<file path="src/rtl/wide2narrow_ser.sv">
// Wide-to-narrow serializer: one IN_W-bit input word becomes up to IN_W/OUT_W OUT_W-bit words.
// A one-entry pending buffer behind the active shift register keeps the output stream gapless.
module wide2narrow_ser #(
    parameter int unsigned IN_W      = 256,
    parameter int unsigned OUT_W     = 8,
    parameter bit          MSB_FIRST = 1'b1,
    localparam int unsigned RATIO    = IN_W / OUT_W,
    localparam int unsigned CNT_W    = $clog2(RATIO + 1)
) (
    input  logic             sclk,
    input  logic             srst_n,
    input  logic             in_valid,
    output logic             in_ready,
    input  logic [IN_W-1:0]  in_data,
    input  logic [CNT_W-1:0] in_len,
    output logic             out_valid,
    input  logic             out_ready,
    output logic [OUT_W-1:0] out_data,
    output logic             out_last,
    output logic             busy
);

    localparam logic [CNT_W-1:0] RatioCnt = CNT_W'(RATIO);
    localparam logic [CNT_W-1:0] OneCnt   = CNT_W'(1);

    // State mirrors occupancy: active only, or active plus pending.
    typedef enum logic [1:0] {StEmpty, StOne, StTwo} state_e;

    state_e             r_state;
    state_e             w_state_d;
    logic [IN_W-1:0]    r_act_data;
    logic [IN_W-1:0]    w_act_data_d;
    logic [CNT_W-1:0]   r_act_cnt;
    logic [CNT_W-1:0]   w_act_cnt_d;
    logic [IN_W-1:0]    r_pend_data;
    logic [IN_W-1:0]    w_pend_data_d;
    logic [CNT_W-1:0]   r_pend_len;
    logic [CNT_W-1:0]   w_pend_len_d;

    logic               w_act_full;
    logic               w_pend_full;
    logic               w_in_xfer;
    logic               w_out_xfer;
    logic               w_last;
    logic               w_drain;
    logic [CNT_W-1:0]   w_len_eff;
    logic [IN_W-1:0]    w_act_shift;
    logic [OUT_W-1:0]   w_head;

    assign w_act_full  = (r_state != StEmpty);
    assign w_pend_full = (r_state == StTwo);

    assign in_ready  = srst_n & ~w_pend_full;
    assign out_valid = w_act_full;
    assign busy      = w_act_full | w_pend_full;

    assign w_in_xfer  = in_valid & in_ready;
    assign w_out_xfer = w_act_full & out_ready;
    assign w_last     = w_act_full & (r_act_cnt == OneCnt);
    assign w_drain    = w_out_xfer & w_last;

    // Zero and oversized lengths both mean "the whole word".
    assign w_len_eff = ((in_len == '0) || (in_len > RatioCnt)) ? RatioCnt : in_len;

    assign w_act_shift = MSB_FIRST ? (r_act_data << OUT_W) : (r_act_data >> OUT_W);
    assign w_head      = MSB_FIRST ? r_act_data[IN_W-1 -: OUT_W] : r_act_data[OUT_W-1:0];

    assign out_data = w_act_full ? w_head : '0;
    assign out_last = w_last;

    always_comb begin
        w_state_d     = r_state;
        w_act_data_d  = r_act_data;
        w_act_cnt_d   = r_act_cnt;
        w_pend_data_d = r_pend_data;
        w_pend_len_d  = r_pend_len;
        unique case (r_state)
            StEmpty: begin
                if (w_in_xfer) begin
                    w_act_data_d = in_data;
                    w_act_cnt_d  = w_len_eff;
                    w_state_d    = StOne;
                end
            end
            StOne: begin
                if (w_drain) begin
                    // An input arriving on the drain edge becomes active directly.
                    if (w_in_xfer) begin
                        w_act_data_d = in_data;
                        w_act_cnt_d  = w_len_eff;
                    end else begin
                        w_act_cnt_d = '0;
                        w_state_d   = StEmpty;
                    end
                end else begin
                    if (w_out_xfer) begin
                        w_act_data_d = w_act_shift;
                        w_act_cnt_d  = r_act_cnt - OneCnt;
                    end
                    if (w_in_xfer) begin
                        w_pend_data_d = in_data;
                        w_pend_len_d  = w_len_eff;
                        w_state_d     = StTwo;
                    end
                end
            end
            StTwo: begin
                if (w_drain) begin
                    w_act_data_d = r_pend_data;
                    w_act_cnt_d  = r_pend_len;
                    w_state_d    = StOne;
                end else if (w_out_xfer) begin
                    w_act_data_d = w_act_shift;
                    w_act_cnt_d  = r_act_cnt - OneCnt;
                end
            end
            default: begin
                w_act_cnt_d = '0;
                w_state_d   = StEmpty;
            end
        endcase
    end

    always_ff @(posedge sclk or negedge srst_n) begin
        if (!srst_n) begin
            r_state     <= StEmpty;
            r_act_data  <= '0;
            r_act_cnt   <= '0;
            r_pend_data <= '0;
            r_pend_len  <= '0;
        end else begin
            r_state     <= w_state_d;
            r_act_data  <= w_act_data_d;
            r_act_cnt   <= w_act_cnt_d;
            r_pend_data <= w_pend_data_d;
            r_pend_len  <= w_pend_len_d;
        end
    end

endmodule

</file>
<file path="config.mk">
export PLATFORM = sky130hd
export DESIGN_NAME = wide2narrow_ser
export DESIGN_NICKNAME = d
export VERILOG_FILES = /design/src/rtl/wide2narrow_ser.sv
export SDC_FILE = /design/constraint.sdc
export NUM_CORES = 1
export LEC_CHECK = 0
export BUFFER_PORTS_ARGS = -buffer_cell sky130_fd_sc_hd__buf_2
export CORE_MARGIN = 3
export CORE_UTILIZATION = 61
export DETAILED_ROUTE_END_ITERATION = 7
export PLACE_DENSITY_LB_ADDON = 0.15
export SYNTH_ARGS = -nofsm -noshare
export SYNTH_HDL_FRONTEND = slang
export SYNTH_SLANG_ARGS = --single-unit
</file>
<file path="constraint.sdc">
create_clock -name sclk -period 3.6 [get_ports sclk]
set_input_delay 0.54 -clock sclk [delete_from_list [all_inputs] [get_ports sclk]]
set_output_delay 0.54 -clock sclk [all_outputs]
set_load 0.005 [all_outputs]
</file>
==> out/metrics.sh <==
NETLIST_TOP_CELLS_AREA='sky130_fd_sc_hd__dfrtp_1 40%, sky130_fd_sc_hd__mux2i_1 10%, sky130_fd_sc_hd__mux2_1 7.1%, sky130_fd_sc_hd__a221o_1 5.7%, sky130_fd_sc_hd__o211ai_1 4.3%'
WORST_SETUP_PATH_START_KIND='register'
CLOCK_PATH_BUFFERS=3
WORSTMARGINPINSLEW_NS=1.14
MAIN_COMBINATIONAL_CELL_FAMILY_BY_AREA_AFTER_SYNTHESIS='compound AO/OA/AOI/OAI gates'
SYNTHESIS.YOSYS.WARNINGS=0
CTS-RESIZED-GATES=0
FLOORPLAN_DIE_HEIGHT_UM=238
OVERALL_FRACTION_OF_GLOBAL_ROUTE_TRACKS_IN_USE=0.361
GRT_OVERFLOW=0
CTS.REPORTEDPATHS.CLKPINSLEW_NS=0.07
GRT_ANTENNA_BEFORE_REPAIR=34
FLOW.AREA_GROWTH_FROM_SYNTHESIS_PCT=11.0
SYNTH_TOP_CELLS_BY_COUNT='526 x sky130_fd_sc_hd__dfrtp_1, 376 x sky130_fd_sc_hd__nor2_1, 327 x sky130_fd_sc_hd__mux2i_1'
WORST_CLOCK_SKEW_NS=0.0303
WIRE_LENGTH_OF_THE_FIRST_GLOBAL_ROUTING_PASS_MM=167
TIMING.CRITICAL_PATH.REQUIRED_NS=3.06
SETUP_TOTAL_NEGATIVE_SLACK_NS=0
GRT_SETUP_UNREPAIRED='no'
WORST_EP_ARRIVAL_TIME_NS=2.78
POST-ROUTE-UTIL=0.690
YOSYS_REG_BITS=526
YS.FLOP_TYPE='sky130_fd_sc_hd__dfrtp_1'
NUMBER_OF_GLOBAL_ROUTE_VIAS_BEFORE_REPAIR=31100
MAXCAPVIOLATIONS=0
TRITONCTS.NUM_BUFFERS=57
LAYOUT-DRIVE-GT1-SHARE=0.167
PRE_CTS_SLACK_NS=0.637
PIN_COUNT_OF_THE_BIGGEST_NET_ENTERING_GLOBAL_ROUTING=199
SYNTH_EDF_COUNT=0
WL_MM=106
SYNTHADDERAREAFRAC=0.00305
FLOORPLAN.INITIALDENSITY=0.621
FINALWORSTSETUPSLACK_NS=0.276
SYN_NETS=3591
SYNTHESIS.AREA_UM2=32800
POWER.DENSITY_CELL_AREA_nW_PER_UM2=866
FINALCRITICALPERIOD_NS=3.32
FILLER_CELL_COUNT=3947
CLKLATENCYLATEPIN_NS=0.63
FINAL-SETUP-VIOL-COUNT=0
POST-ROUTE-DRC-COUNT=0
H_TREE_LEVELS=2
YS_TYPES=54
NETLIST_INSTANCES=3317
LARGEST_FANOUT_OF_ANY_NET_ON_THE_CRITICAL_PATH=198
WORST_HOLD_PATH_TYPE='input port to register'
SYNTH_MUX_AREA_FRAC=0.211
SYNTH_ASYNC_SR_FLOP_SHARE=1.00
IOS=278
CLK_ROOT_BUFFER_CELL='sky130_fd_sc_hd__clkbuf_16'
FLOORPLAN.ROWS=84
ROUTE.ANTENNA.REMAINING_NETS=0
NUMPORTBUFFERS=277
STATUS='finished, final reports clean'
DRT_PRE_ANTENNA_ITERS=6
CHIPWIDTH_UM=238
GP_CONGESTION=0.848
VIA_COUNT=30100
CRITPATHKIND='register to output port'
REPORT.FINAL.SLEW_VIOL_COUNT=0
STATIC-LEAKAGE-POWER_nW=15.4
DPL.HPWL_MM=57.8
ACHIEVABLE-FREQUENCY_MHz=301
OVERALL_POWER_CONSUMPTION_mW=31.6
FINAL-HOLD-VIOLATION-COUNT=0
CLOCK-SINKS=526
SYNTHDOMINANTAREACELLTYPE='sky130_fd_sc_hd__dfrtp_1'
CRITPATHCAPTURETYPE='output port'
NETLIST.AREA_LEADER.SHARE=0.401
YOSYS.CELL_COUNT.TOP_TYPE='sky130_fd_sc_hd__dfrtp_1'
DRT_ITER0_MARKERS=3755
DETAIL_ROUTE.VIAS_PER_CELL=7.34
MAX-SLEW-MARGIN-REL=0.241
DIE-AREA_UM2=56600
CLOCK_TREE_FROM_TRITONCTS='built'
AREA_OF_THE_PLACEABLE_CORE_UM2=52900
POST_DRT_WL_PER_CELL_UM=25.8
VDD_IR_DROP_MAX_uV=1040
TIMING.FINAL.CRIT_SHARE=0.923
YOSYS.AREA_SHARE.SIMPLE=0.0626
REGAREA_UM2=13200
NETS=3613
SYNTH_XOR_AREA_FRAC=0.000267
SYNTHESIS.AREA_PER_INSTANCE_UM2=9.90
SYNTH.YOSYS.SEQ_AREA_SHARE=0.401
SYNTH_COMPOUND_AREA_FRAC=0.270
MULTI_INPUT_COMB_AREA_UM2=18100
==> cells by family (layout without fill, tap and decap cells) <==
group,count (synthesis),count (layout)
xor gates and xnor gates,1,1
adders and majority gates,8,8
AOI/OAI and AO/OA,1233,1233
other,0,25
buffers and inverters,386,452
DFF,526,526
muxes,652,652
and+or+nand+nor,511,511
==> state kept, by name (all words and copies together), names as in the netlist <==
name and cells:
r_act_data 256, r_pend_data 256, r_act_cnt 6, r_pend_len 6, r_state 2
==> power by group <==
group          switching, mW  total, mW  leakage, nW  internal (mW)
sequential              2.06       10.5         6.60           8.46
clock                   2.57       6.11        0.940           3.54
combinational           8.94       14.9         7.86           5.99
==> layer usage <==
| metal | up-vias | global-route usage | wire length (um) |
|---|---|---|---|
| met3 | 323 | 0.0653 | 9420 |
| li1 | 12800 | - | - |
| met4 | 24 | 0.168 | 3680 |
| met5 | - | 0 | 154 |
| met2 | 1718 | 0.583 | 49900 |
| met1 | 15200 | 0.476 | 42500 |
==> final cells by class <==
type / count / area share
Clock inverter: 20 / 0.00714
Tap cell: 688 / 0.0236
Inverter: 8 / 0.000961
Clock buffer: 83 / 0.0454
Sequential cell: 526 / 0.361
Timing Repair Buffer: 341 / 0.0636
Multi-Input combinational cell: 2405 / 0.497
Antenna cell: 25 / 0.00172
==> what timing repair did <==
action,in CTS,in global routing
endpoints found under the setup margin,0,0
buffers inserted,0,0
endpoints found under the hold margin,2,0
hold buffers,1,0
==> layout by cell type (no fill, tap or decap), types with 187 or more instances in the layout <==
cell                       Yosys  final
sky130_fd_sc_hd__nor2_1      376    376
sky130_fd_sc_hd__a21oi_1     196    196
sky130_fd_sc_hd__mux2i_1     327    327
sky130_fd_sc_hd__o21ai_0     189    189
sky130_fd_sc_hd__mux2_1      208    208
sky130_fd_sc_hd__o31ai_1     188    188
sky130_fd_sc_hd__o211ai_1    190    190
sky130_fd_sc_hd__a221o_1     188    188
sky130_fd_sc_hd__a22oi_1     187    187
sky130_fd_sc_hd__buf_2        61    276
sky130_fd_sc_hd__dfrtp_1     526    526
==> path summary, 6_finish.rpt <==
kind | startpoint | endpoint | slack, ns | cells past startpoint
setup / recovery | r_state[0]$_DFFE_PN0P_ | in_ready | 0.28 | 5
hold / removal | in_data[205] | r_pend_data[205]$_DFFE_PN0P_ | 0.13 | 2
setup reg to reg | r_state[0]$_DFFE_PN0P_ | r_act_data[86]$_DFFE_PN0N_ | 0.58 | 9
hold reg to reg | r_pend_len[3]$_DFFE_PN0P_ | r_pend_len[3]$_DFFE_PN0P_ | 0.48 | 2
max in group asynchronous | srst_n | r_pend_data[148]$_DFFE_PN0P_ | 1.45 | 4
min in group asynchronous | srst_n | r_act_cnt[5]$_DFFE_PN0P_ | 0.35 | 2
==> metrics by stage <==
stage	std cells	instance area, um^2	hold slack [ns]
final	4096	36500	0.135
after global routing	4089	36400	0.128
after CTS	4071	36400	0.112
after detailed placement	3967	34500	0.339
after global placement	3967	34500	0.340
after floorplan	3317	32800	0.244
==> worst max-delay path, cell delays in order, from the launching register on <==
cell and delay (ns):
sky130_fd_sc_hd__dfrtp_1 0.45, sky130_fd_sc_hd__inv_1 0.23, sky130_fd_sc_hd__ha_4 0.22, sky130_fd_sc_hd__buf_12 0.78, sky130_fd_sc_hd__nor2b_1 0.19, sky130_fd_sc_hd__buf_2 0.20
No activity file was read; power rests on OpenSTA's default activity.
